<file path="src/rtl/freq_meter.sv">
// Frequency meter: counts rising edges of an asynchronous square wave over a
// fixed gate window of GATE_CYCLES clk cycles and reports the count as freq.
// Consecutive windows run back to back while en stays high.
module freq_meter #(
    parameter int unsigned GATE_CYCLES = 100_000_000,
    parameter int unsigned CNT_W       = 20
) (
    input  logic             clk,
    input  logic             rst,
    input  logic             en,
    input  logic             sig_in,
    output logic [CNT_W-1:0] freq,
    output logic             valid,
    output logic             ovf,
    output logic             busy
);

    localparam int unsigned      TMR_W    = $clog2(GATE_CYCLES);
    localparam logic [TMR_W-1:0] TMR_LAST = TMR_W'(GATE_CYCLES - 1);
    localparam logic [CNT_W-1:0] CNT_MAX  = '1;

    typedef enum logic [1:0] {
        S_IDLE,
        S_ARM,
        S_GATE
    } state_t;

    state_t           r_state;
    logic             r_arm;
    logic [TMR_W-1:0] r_timer;
    logic [CNT_W-1:0] r_cnt;
    logic             r_sat;
    logic [CNT_W-1:0] r_freq;
    logic             r_ovf;
    logic             r_valid;
    logic             r_busy;

    logic             r_s1;
    logic             r_s2;
    logic             r_s3;

    logic             w_edge;
    logic             w_cnt_full;
    logic             w_last;
    logic [CNT_W-1:0] w_cnt_next;
    logic             w_sat_next;

    // Two-flop synchronizer plus history flop for rising-edge detection
    always_ff @(posedge clk) begin
        if (rst) begin
            r_s1 <= 1'b0;
            r_s2 <= 1'b0;
            r_s3 <= 1'b0;
        end else begin
            r_s1 <= sig_in;
            r_s2 <= r_s1;
            r_s3 <= r_s2;
        end
    end

    // Edge pulse and saturating next-count; sat marks an edge lost at full scale
    always_comb begin
        w_edge     = r_s2 & ~r_s3;
        w_cnt_full = (r_cnt == CNT_MAX);
        w_last     = (r_timer == TMR_LAST);
        w_cnt_next = r_cnt;
        if (w_edge && !w_cnt_full) begin
            w_cnt_next = r_cnt + CNT_W'(1);
        end
        w_sat_next = r_sat | (w_edge & w_cnt_full);
    end

    // Control FSM: arm, gate, latch result; the closing cycle's edge is folded
    // into the latched value so a restarted window begins from a clean zero
    always_ff @(posedge clk) begin
        if (rst) begin
            r_state <= S_IDLE;
            r_arm   <= 1'b0;
            r_timer <= '0;
            r_cnt   <= '0;
            r_sat   <= 1'b0;
            r_freq  <= '0;
            r_ovf   <= 1'b0;
            r_valid <= 1'b0;
            r_busy  <= 1'b0;
        end else begin
            r_valid <= 1'b0;
            case (r_state)
                S_IDLE: begin
                    r_timer <= '0;
                    r_cnt   <= '0;
                    r_sat   <= 1'b0;
                    r_arm   <= 1'b0;
                    if (en) begin
                        r_state <= S_ARM;
                        r_busy  <= 1'b1;
                    end
                end
                S_ARM: begin
                    r_timer <= '0;
                    r_cnt   <= '0;
                    r_sat   <= 1'b0;
                    if (!en) begin
                        r_state <= S_IDLE;
                        r_busy  <= 1'b0;
                        r_arm   <= 1'b0;
                    end else if (r_arm) begin
                        r_state <= S_GATE;
                        r_arm   <= 1'b0;
                    end else begin
                        r_arm <= 1'b1;
                    end
                end
                S_GATE: begin
                    if (w_last) begin
                        r_freq  <= w_cnt_next;
                        r_ovf   <= w_sat_next;
                        r_valid <= 1'b1;
                        r_timer <= '0;
                        r_cnt   <= '0;
                        r_sat   <= 1'b0;
                        if (!en) begin
                            r_state <= S_IDLE;
                            r_busy  <= 1'b0;
                        end
                    end else if (!en) begin
                        r_state <= S_IDLE;
                        r_busy  <= 1'b0;
                        r_timer <= '0;
                        r_cnt   <= '0;
                        r_sat   <= 1'b0;
                    end else begin
                        r_timer <= r_timer + TMR_W'(1);
                        r_cnt   <= w_cnt_next;
                        r_sat   <= w_sat_next;
                    end
                end
                default: begin
                    r_state <= S_IDLE;
                    r_busy  <= 1'b0;
                end
            endcase
        end
    end

    assign freq  = r_freq;
    assign valid = r_valid;
    assign ovf   = r_ovf;
    assign busy  = r_busy;

endmodule

</file>
<file path="config.mk">
export PLATFORM = sky130hd
export DESIGN_NAME = freq_meter
export DESIGN_NICKNAME = d
export VERILOG_FILES = /design/src/rtl/freq_meter.sv
export SDC_FILE = /design/constraint.sdc
export NUM_CORES = 1
export LEC_CHECK = 0
export BUFFER_PORTS_ARGS = -buffer_cell sky130_fd_sc_hd__clkbuf_2
export CAP_MARGIN = 30
export CORE_ASPECT_RATIO = 2
export CORE_UTILIZATION = 50
export DETAILED_ROUTE_END_ITERATION = 16
export GPL_ROUTABILITY_DRIVEN = 0
export GPL_TIMING_DRIVEN = 1
export PLACE_DENSITY = 0.74
export SYNTH_ARGS = -nofsm -noshare
export SYNTH_HDL_FRONTEND = slang
export SYNTH_SLANG_ARGS = --single-unit
</file>
<file path="constraint.sdc">
create_clock -name clk -period 3.9 [get_ports clk]
set_input_delay 0.39 -clock clk [delete_from_list [all_inputs] [get_ports clk]]
set_output_delay 0.39 -clock clk [all_outputs]
set_load 0.1 [all_outputs]
</file>
==> results by group, run 1 <==
Floorplan
  – Placeable Area: 0.00754 mm²
  – Top Ports: 27
  – Width of the die: 64.4 µm
  – Row cnt: 45
  – Initial Util: 51.5%
  – Die Area: 0.00816 mm²
  – Die Y: 127 µm

Timing
  – Tightest Pin Transition: 848 ps
  – Crit share post-route: 67.4%
  – Minimum clock period: 2630 ps
  – Pins Over Slew Limit: 0
  – Max Fclk: 0.380 GHz
  – Final TNS setup: 0 ps
  – Final hold violations: 0
  – Max_slew headroom: 43.0%
  – Layout Skew: 6.97 ps
  – RSZ-0062 raised after global routing: false
  – Final setup vio count: 0

Route
  – Met1 WL: 3390 µm
  – Met2 wire len: 5410 µm
  – Router iterations before antenna repair: 4
  – Metal3 WL: 277 µm
  – DRT Wirelength: 9440 µm
  – Residual DRC count: 0
  – Average routed wire per standard cell: 16.7 µm
  – Highest Signal Layer: met4
  – Vias per inst: 6.10
  – Vias: 3461
  – Detail Route Antenna Nets: 0
  – First DRT Iteration DRCs: 232

Logic synthesis
  – Post-synth EDFFs: 0
  – Adder-cell share of the synthesized area: 1.93%
  – YS warnings: 0
  – Synth Instances: 454
  – Post-synthesis mux area share: 0.901%
  – Top cells by area, synth: dfxtp_1 (40%), nor2_1 (5.9%), xor2_1 (4.7%)
  – Largest family of logic cells by synthesized area: simple AND/OR/NAND/NOR gates
  – FF+latch count, synth: 77
  – Post-synthesis sequential area ratio: 39.6%
  – Net count of the mapped netlist: 464
  – Synth Area in Simple Gates: 26.9%
  – Count of cell types in the netlist: 63
  – Avg Inst Size Synth: 8.57 µm²
  – XOR/XNOR share of the synthesized area: 8.33%
  – Post-Syn Area: 0.00389 mm²
  – Compound-Gate Fraction of Synth Area: 17.9%
  – Synth top area share: 39.6%
  – Post-synth top area cell: dfxtp_1
  – FFs w/ async S/R, synth: 0%
  – Post-synth top flop: dfxtp_1

CTS
  – TritonCTS clock tree: built
  – Cts hold-fix bufs: 0
  – Post-CTS Setup Repair Bufs: 0
  – CTS H-tree depth: 3
  – Root Buffer Master: clkbuf_16
  – CTS Buffer Depth: 2
  – # resized after CTS: 0
  – Clock sinks: 77
  – Clock Pin Slew Worst Setup and Hold Paths: 60 ps
  – Cts bufs inserted: 9
  – Clock Latency Late Sink: 340 ps

Place
  – DP HPWL: 6830 µm
  – Port Buf Inserts: 26
  – Dpl cell area: 0.00405 mm²

Worst setup path
  – CP max FO: 19
  – Startpoint Class: register
  – Worst r2r dst: freq[16]
  – R2R Setup Slk: 1270 ps
  – Setup CP Type: reg2reg
  – Req. time, crit path: 4170 ps
  – Reg2Reg Depth: 6
  – Crit end category: register
  – R2r startpoint: r_timer[0]
  – Arrival time worst endpoint: 2900 ps

Global route
  – First-pass GRT wire length: 16000 µm
  – Largest net degree at the start of global routing: 34
  – Vias in the first global route: 3459
  – Total gr overflow: 0
  – GRT Util Overall: 25.4%
  – Initial antenna violation count: 0

Final layout
  – Fill cell count: 715
  – Commonest cells after routing, fill and taps aside: dfxtp_1 (77), nor2_1 (61), clkbuf_2 (26), nand2_1 (25), xor2_1 (21)
  – Area of the multi-input gates: 0.00218 mm²
  – Most common cell after layout, fill and taps aside: dfxtp_1
  – Area delta synth->final: 12.3%
  – Seq. cell area: 0.00154 mm²
  – Share of cells above drive strength 1: 11.8%
  – Final core occ: 57.9%
  – Final instance area: 0.00437 mm²
  – Antenna diodes: 0
  – Nets: 479

Power and ir drop
  – Psw: 351 µW
  – Static Leakage: 1.42 nW
  – Power density over cell area: 396 mW/mm²
  – P_int: 1.38 mW
  – Part of the power in combinational logic: 2.7%
  – Net Sw Frac: 20.3%
  – Maximum VDD drop: 0.214 mV
  – Seq pwr share: 46.0%
  – Clock power share: 51.4%

Status
  – Outcome: complete, no violations

Run
  – Total of max-cap violations: 0

Hold path
  – WHS Endpoint: r_s1
  – Worst hold stages: 2
  – Hold_sp: sig_in
  – Worst min path class: in2reg
-- cell families (layout without fill, tap and decap cells) --
kind of cell	count (synthesis)	after routing
adders and majority gates	6	6
DFF	77	77
buffers and inverters	39	58
AOI/OAI and AO/OA	97	97
and+or+nand+nor	195	195
muxes	3	3
xor gates and xnor gates	37	37
-- registers in the layout, summed over array words and instances (netlist names) --
register / count
r_timer: 27
r_cnt: 20
ovf: 1
r_arm: 1
r_s3: 1
r_s2: 1
busy: 1
freq: 20
r_sat: 1
r_s1: 1
valid: 1
r_state: 2
-- worst max-delay path by stage --
stage	start	end	cells past startpoint
global placement	r_timer[0]	freq[16]	6
global route	r_timer[0]	freq[16]	6
floorplan	r_timer[11]	r_cnt[0]	6
finish	r_timer[0]	freq[16]	6
CTS	r_timer[0]	freq[16]	6
detailed placement	r_timer[0]	freq[16]	6
-- power groups by stage --
stage / clock network, mW / logic, mW / registers, mW
floorplan: 0 / 0.0265 / 0.822
global placement: 0 / 0.0440 / 0.812
detailed placement: 0 / 0.0462 / 0.813
CTS: 0.897 / 0.0465 / 0.795
global route: 0.932 / 0.0512 / 0.796
finish: 0.888 / 0.0460 / 0.796
-- layer usage --
layer,vias to the layer above,GRT usage (%)
li1,1708,-
met1,1645,24.5
met2,77,47.6
met3,31,4.95
met4,0,15.4
met5,-,0
-- cell type report --
class	instances	share of cell area, %
Inverter	12	1.03
Timing Repair Buffer	31	3.84
Clock inverter	4	1.66
Sequential cell	77	35.3
Clock buffer	11	5.56
Tap cell	94	2.69
Multi-Input combinational cell	338	49.9
-- per-stage QoR --
step | worst slack (ps) | instances | hold slack, ps | power (mW)
3_5_place_dp | 1250 | 552 | 448 | 0.859
4_1_cts | 1240 | 567 | 282 | 1.74
6_report | 1270 | 567 | 285 | 1.73
3_3_place_gp | 1270 | 552 | 415 | 0.856
5_1_grt | 1030 | 567 | 305 | 1.78
2_1_floorplan | 1730 | 454 | 414 | 0.848
-- critical path, stage by stage, from the launching register on --
cell and delay, ps:
dfxtp_1 390, ha_1 230, or4b_2 620, nor3_1 250, and3_1 660, o221ai_1 240
a21oi_1 170
-- synth_stat cells, types with 3 or more instances --
| cell | instances |
|---|---|
| a2111oi_0 | 3 |
| a211oi_1 | 17 |
| a21oi_1 | 15 |
| a31oi_1 | 19 |
| and2_1 | 9 |
| and3_1 | 7 |
| and4_1 | 5 |
| buf_2 | 8 |
| clkbuf_1 | 16 |
| dfxtp_1 | 77 |
| ha_1 | 6 |
| inv_1 | 11 |
| nand2_1 | 25 |
| nand3_1 | 11 |
| nand4_1 | 20 |
| nor2_1 | 61 |
| nor2b_1 | 6 |
| nor3_1 | 15 |
| nor4_1 | 9 |
| o2111ai_1 | 5 |
| o211ai_1 | 5 |
| o21ai_0 | 5 |
| o31ai_1 | 6 |
| or3_1 | 4 |
| or4_1 | 5 |
| xnor2_1 | 16 |
| xor2_1 | 21 |
No activity file was read; power rests on OpenSTA's default activity.
==> run 2, diff against run 1 <==
- clock period: 3.9 -> 2.6 ns (I/O delays scaled with it)
==> results by group, run 2 (synthesis results as in run 1) <==
Route
  – Router iterations before antenna repair: 5 (was 4)
  – First DRT Iteration DRCs: 258 (was 232)
  – DRT Wirelength: 9710 µm (was 9440 µm)
  – Vias: 3521 (was 3461)
  – Average routed wire per standard cell: 16.5 µm (was 16.7 µm)
  – Detail Route Antenna Nets: 0 (unchanged)
  – Residual DRC count: 0 (unchanged)
  – Vias per inst: 6.00 (was 6.10)

Status
  – Outcome: complete, no violations (unchanged)

Worst setup path
  – Cells along the critical path: or4b_1 -> or4_4 -> o31ai_4 -> o31ai_2 -> mux2_4 (was ha_1 -> or4b_2 -> nor3_1 -> and3_1 -> o221ai_1 -> a21oi_1)
  – Worst path max stage delay: 550 ps (was 660 ps)
  – Buf/Inv on CP: 0 (unchanged)
  – CP max FO: 12 (was 19)
  – Critical Path Start: r_timer[11] (was r_timer[0])
  – R2R Setup Slk: 190 ps (was 1270 ps)
  – R2r startpoint: r_timer[11] (was r_timer[0])
  – Req. time, crit path: 2830 ps (was 4170 ps)
  – Arrival time worst endpoint: 2640 ps (was 2900 ps)
  – CP delay by family, top: simple AND/OR/NAND/NOR gates (unchanged)
  – Crit end category: register (unchanged)
  – Cell at the slowest stage of the critical path: or4b_1 (was and3_1)
  – Setup CP Type: reg2reg (unchanged)
  – Startpoint Class: register (unchanged)

CTS
  – Cts bufs inserted: 9 (unchanged)
  – Clock sinks: 77 (unchanged)
  – TritonCTS clock tree: built (unchanged)
  – # resized after CTS: 0 (unchanged)
  – Clock Latency Late Sink: 340 ps (about the same)
  – CTS Buffer Depth: 2 (unchanged)
  – Post-CTS Setup Repair Bufs: 0 (unchanged)
  – CTS H-tree depth: 3 (unchanged)
  – Clock Pin Slew Worst Setup and Hold Paths: 60 ps (about the same)
  – Root Buffer Master: clkbuf_16 (unchanged)
  – Cts hold-fix bufs: 0 (unchanged)

Global route
  – Total gr overflow: 0 (unchanged)
  – Initial antenna violation count: 0 (unchanged)
  – Vias in the first global route: 3440 (was 3459)
  – First-pass GRT wire length: 16200 µm (was 16000 µm)
  – Largest net degree at the start of global routing: 26 (was 34)
  – GRT Util Overall: 25.7% (was 25.4%)

Final layout
  – Largest Register: r_timer (unchanged)
  – Antenna diodes: 0 (unchanged)
  – Non-filler cells, final: 587 (was 567)
  – Share of cells above drive strength 1: 15.8% (was 11.8%)
  – Final instance area: 0.00452 mm² (was 0.00437 mm²)
  – Most common cell after layout, fill and taps aside: dfxtp_1 (unchanged)
  – Nets: 498 (was 479)
  – Commonest cells after routing, fill and taps aside: dfxtp_1 (77), nor2_1 (61), clkbuf_2 (26), nand2_1 (25), buf_4 (22) (was dfxtp_1 (77), nor2_1 (61), clkbuf_2 (26), nand2_1 (25), xor2_1 (21))
  – Max reg flops: 27 (unchanged)
  – Area delta synth->final: 16.3% (was 12.3%)
  – Fill cell count: 715 (unchanged)
  – Final core occ: 60.0% (was 57.9%)

Floorplan
  – Initial Util: 51.5% (unchanged)
  – Die Y: 127 µm (unchanged)
  – Die Area: 0.00816 mm² (unchanged)
  – Placeable Area: 0.00754 mm² (unchanged)
  – Width of the die: 64.4 µm (unchanged)
  – Top Ports: 27 (unchanged)
  – Row cnt: 45 (unchanged)

Power and ir drop
  – Maximum VDD drop: 0.402 mV (was 0.214 mV)
  – Net Sw Frac: 22.5% (was 20.3%)
  – Power density over cell area: 557 mW/mm² (was 396 mW/mm²)
  – Static Leakage: 1.51 nW (was 1.42 nW)
  – Seq pwr share: 47.3% (was 46.0%)
  – Part of the power in combinational logic: 2.7% (about the same)
  – P_int: 1.95 mW (was 1.38 mW)
  – Clock power share: 49.9% (was 51.4%)
  – Psw: 566 µW (was 351 µW)

Timing
  – Crit share post-route: 92.7% (was 67.4%)
  – Pins Over Slew Limit: 0 (unchanged)
  – RSZ-0062 raised after global routing: false (unchanged)
  – Final hold violations: 0 (unchanged)
  – Final hold slack: 128 ps (was 285 ps)
  – Tightest Pin Transition: 662 ps (was 848 ps)
  – Max_slew headroom: 55.5% (was 43.0%)
  – Minimum clock period: 2410 ps (was 2630 ps)
  – Layout Skew: 7.78 ps (was 6.97 ps)
  – Final TNS setup: 0 ps (unchanged)
  – Final setup vio count: 0 (unchanged)
  – Max Fclk: 0.415 GHz (was 0.380 GHz)

Place
  – Port Buf Inserts: 26 (unchanged)
  – Inst Count DP: 571 (was 552)
  – DP HPWL: 7160 µm (was 6830 µm)
  – Dpl cell area: 0.00422 mm² (was 0.00405 mm²)

Hold path
  – Worst min path class: in2reg (unchanged)
  – Hold_sp: sig_in (unchanged)

Run
  – Total of max-cap violations: 0 (unchanged)
## run 2: cell count changes in the layout (fill, tap and decap cells not counted), sizes merged
cell and delta:
buf +19, bufinv -1, clkbuf -2, clkinv +1, clkinvlp +2, inv +1
## run 2: routing by layer
metal / vias up / routed length (µm) / track usage, %
met5: - / 0 / 0
met4: 0 / 368 / 17.1
met3: 26 / 361 / 5.40
met2: 99 / 5570 / 48.1
met1: 1654 / 3400 / 24.0
li1: 1742 / - / -
## run 2: layout make-up
type / count / area, µm² / share of cell area [%]
clock buffers: 9 / 225 / 4.98
inverters: 12 / 45.0 / 0.996
well taps: 94 / 118 / 2.60
multi-input cells: 338 / 2180 / 48.3
clock inverters: 7 / 75.1 / 1.66
flip-flops and latches: 77 / 1540 / 34.1
repair buffers: 50 / 335 / 7.41
## run 2: path summary, 6_finish.rpt
path | cells past startpoint | endpoint
worst max-delay path | 5 | r_cnt[0]
worst min-delay path | 2 | r_s1
worst max register to register | 5 | r_cnt[0]
worst min register to register | 2 | busy
## run 2: through the flow
| stage | power [mW] | setup slack, ps |
|---|---|---|
| finish | 2.52 | 191 |
| global route | 2.61 | 63.6 |
| CTS | 2.55 | 194 |
| detailed placement | 1.29 | 191 |
| global placement | 1.28 | 245 |
| floorplan | 1.27 | 432 |
## run 2: worst register-to-register path: stages (launching register included)
cell,delay (ps)
dfxtp_1,350
or4b_1,550
or4_4,470
o31ai_4,540
o31ai_2,120
mux2_4,280
## run 2: power groups by stage
stage / logic [mW] / registers (mW) / clock network [mW]
after global placement: 0.0662 / 1.22 / 0
after floorplan: 0.0398 / 1.23 / 0
after global routing: 0.0760 / 1.19 / 1.34
after detailed placement: 0.0685 / 1.22 / 0
final: 0.0687 / 1.19 / 1.26
after CTS: 0.0692 / 1.19 / 1.29
==> run 3, diff against run 2 <==
==> constraint.sdc (replaced) <==
create_clock -name clk -period 2.6 [get_ports clk]
set_input_delay 0.13 -clock clk [delete_from_list [all_inputs] [get_ports clk]]
set_output_delay 0.13 -clock clk [all_outputs]
set_load 0.1 [all_outputs]
==> results by group, run 3 (synthesis results as in run 1) <==
Final layout
  – Commonest cells after routing, fill and taps aside: dfxtp_1 (77), nor2_1 (61), clkbuf_2 (26), nand2_1 (25), buf_4 (22) (unchanged)
  – Share of cells above drive strength 1: 15.8% (about the same)
  – Final instance area: 0.00453 mm² (was 0.00452 mm²)
  – Antenna diodes: 0 (unchanged)
  – Area delta synth->final: 16.6% (was 16.3%)
  – Largest Register: r_timer (unchanged)
  – Final core occ: 60.1% (was 60.0%)
  – Most common cell after layout, fill and taps aside: dfxtp_1 (unchanged)
  – Max reg flops: 27 (unchanged)
  – Non-filler cells, final: 588 (was 587)
  – Nets: 499 (was 498)

Hold path
  – WHS Endpoint: busy (was r_s1)
  – Worst min path class: in2reg (unchanged)
  – Hold_sp: en (was sig_in)
  – Worst hold stages: 3 (was 2)

Floorplan
  – Initial Util: 51.5% (unchanged)
  – Die Y: 127 µm (unchanged)
  – Placeable Area: 0.00754 mm² (unchanged)
  – Top Ports: 27 (unchanged)
  – Die Area: 0.00816 mm² (unchanged)
  – Row cnt: 45 (unchanged)
  – Width of the die: 64.4 µm (unchanged)

Route
  – Vias: 3556 (was 3521)
  – Router iterations before antenna repair: 5 (unchanged)
  – Detail Route Antenna Nets: 0 (unchanged)
  – First DRT Iteration DRCs: 260 (was 258)
  – Average routed wire per standard cell: 16.7 µm (was 16.5 µm)
  – Vias per inst: 6.05 (was 6.00)
  – DRT Wirelength: 9820 µm (was 9710 µm)
  – Residual DRC count: 0 (unchanged)

Worst setup path
  – Arrival time worst endpoint: 2630 ps (was 2640 ps)
  – Buf/Inv on CP: 0 (unchanged)
  – Startpoint Class: register (unchanged)
  – Cells along the critical path: or4b_1 -> or4_4 -> o31ai_4 -> o31ai_2 -> mux2_4 (unchanged)
  – CP max FO: 12 (unchanged)
  – Crit end category: register (unchanged)
  – R2r startpoint: r_timer[11] (unchanged)
  – Cell at the slowest stage of the critical path: or4b_1 (unchanged)
  – Req. time, crit path: 2840 ps (was 2830 ps)
  – CP delay by family, top: simple AND/OR/NAND/NOR gates (unchanged)
  – Reg2Reg Depth: 5 (unchanged)
  – R2R Setup Slk: 200 ps (was 190 ps)
  – Setup CP Type: reg2reg (unchanged)
  – Worst path max stage delay: 550 ps (about the same)
  – Worst r2r dst: r_cnt[0] (unchanged)

Global route
  – GRT Util Overall: 25.7% (unchanged)
  – Largest net degree at the start of global routing: 26 (unchanged)
  – First-pass GRT wire length: 16200 µm (unchanged)
  – Initial antenna violation count: 0 (unchanged)
  – Total gr overflow: 0 (unchanged)
  – Vias in the first global route: 3440 (unchanged)

Timing
  – Pins Over Slew Limit: 0 (unchanged)
  – Final TNS setup: 0 ps (unchanged)
  – Layout Skew: 7.38 ps (was 7.78 ps)
  – Minimum clock period: 2400 ps (was 2410 ps)
  – Final setup vio count: 0 (unchanged)
  – Max Fclk: 0.417 GHz (was 0.415 GHz)
  – Final hold violations: 0 (unchanged)
  – Crit share post-route: 92.3% (was 92.7%)
  – Tightest Pin Transition: 655 ps (was 662 ps)
  – RSZ-0062 raised after global routing: false (unchanged)
  – Max_slew headroom: 55.9% (was 55.5%)

Run
  – Total of max-cap violations: 0 (unchanged)

CTS
  – CTS H-tree depth: 3 (unchanged)
  – Clock Latency Late Sink: 340 ps (about the same)
  – Clock Pin Slew Worst Setup and Hold Paths: 60 ps (about the same)
  – Cts bufs inserted: 9 (unchanged)
  – Post-CTS Setup Repair Bufs: 0 (unchanged)
  – CTS Buffer Depth: 2 (unchanged)
  – TritonCTS clock tree: built (unchanged)
  – Root Buffer Master: clkbuf_16 (unchanged)
  – Clock sinks: 77 (unchanged)

Place
  – Inst Count DP: 571 (unchanged)
  – Port Buf Inserts: 26 (unchanged)
  – Dpl cell area: 0.00422 mm² (unchanged)
  – DP HPWL: 7160 µm (unchanged)

Power and ir drop
  – Maximum VDD drop: 0.404 mV (was 0.402 mV)
  – Net Sw Frac: 22.6% (was 22.5%)
  – Static Leakage: 1.51 nW (about the same)
  – Part of the power in combinational logic: 2.8% (was 2.7%)
  – Psw: 570 µW (was 566 µW)
  – Seq pwr share: 47.2% (was 47.3%)
  – Total power: 2.53 mW (was 2.52 mW)
  – Power density over cell area: 557 mW/mm² (about the same)
  – Clock power share: 50.0% (was 49.9%)
  – P_int: 1.96 mW (was 1.95 mW)

Status
  – Outcome: complete, no violations (unchanged)
[run 3: cell count changes in the layout (fill, tap and decap cells not counted), sizes merged]
cell | previous run | this run
dlygate4sd3 | 0 | 1
[run 3: worst max path at each step]
stage / from / to / slack, ps / cells past startpoint
detailed placement: r_timer[0] / ovf / 190 / 7
floorplan: r_timer[11] / r_cnt[0] / 430 / 6
global route: r_timer[0] / r_cnt[18] / 60 / 8
CTS: r_timer[11] / r_cnt[0] / 190 / 5
global placement: r_timer[11] / r_cnt[0] / 240 / 5
finish: r_timer[11] / r_cnt[0] / 200 / 5
[run 3: worst register-to-register path: cells and delay by family (launching register included)]
| family | cells | cell delay (ps) |
|---|---|---|
| and+or+nand+nor | 2 | 1020 |
| AOI/OAI and AO/OA | 2 | 650 |
| muxes | 1 | 280 |
| DFF | 1 | 350 |
[run 3: what timing repair did]
| item | 4_1_cts | 5_1_grt |
|---|---|---|
| gates resized for setup | 0 | 1 |
| setup endpoints to repair | 0 | 1 |
| hold buffers | 1 | 0 |
| hold endpoints to repair | 1 | 0 |
[run 3: power by group through the flow]
stage	registers [mW]	logic (mW)	clock network, mW
floorplan	1.23	0.0398	0
global placement	1.22	0.0662	0
detailed placement	1.22	0.0685	0
CTS	1.19	0.0704	1.29
global route	1.19	0.0772	1.34
finish	1.19	0.0699	1.26
[run 3: final cells by class]
type	instances	area, µm²
tap	94	118
multi-input combinational	338	2180
clock buffer	9	225
timing repair buffer	51	345
fill	714	3010
clock inverter	7	75.1
inverter	12	45.0
sequential	77	1540
[run 3: per-stage QoR]
step / setup WS (ps) / hold WS (ps)
after detailed placement: 191 / 351
after CTS: 194 / 134
final: 201 / 150
after global routing: 63.6 / 178
after floorplan: 432 / 258
after global placement: 245 / 339
[run 3: per-layer routing]
layer,wire length (µm),track usage [%],share of wire (%)
met1,3520,24.0,36
met2,5600,48.1,57
met3,326,5.40,3.3
met4,367,17.1,3.7
met5,0,0,0
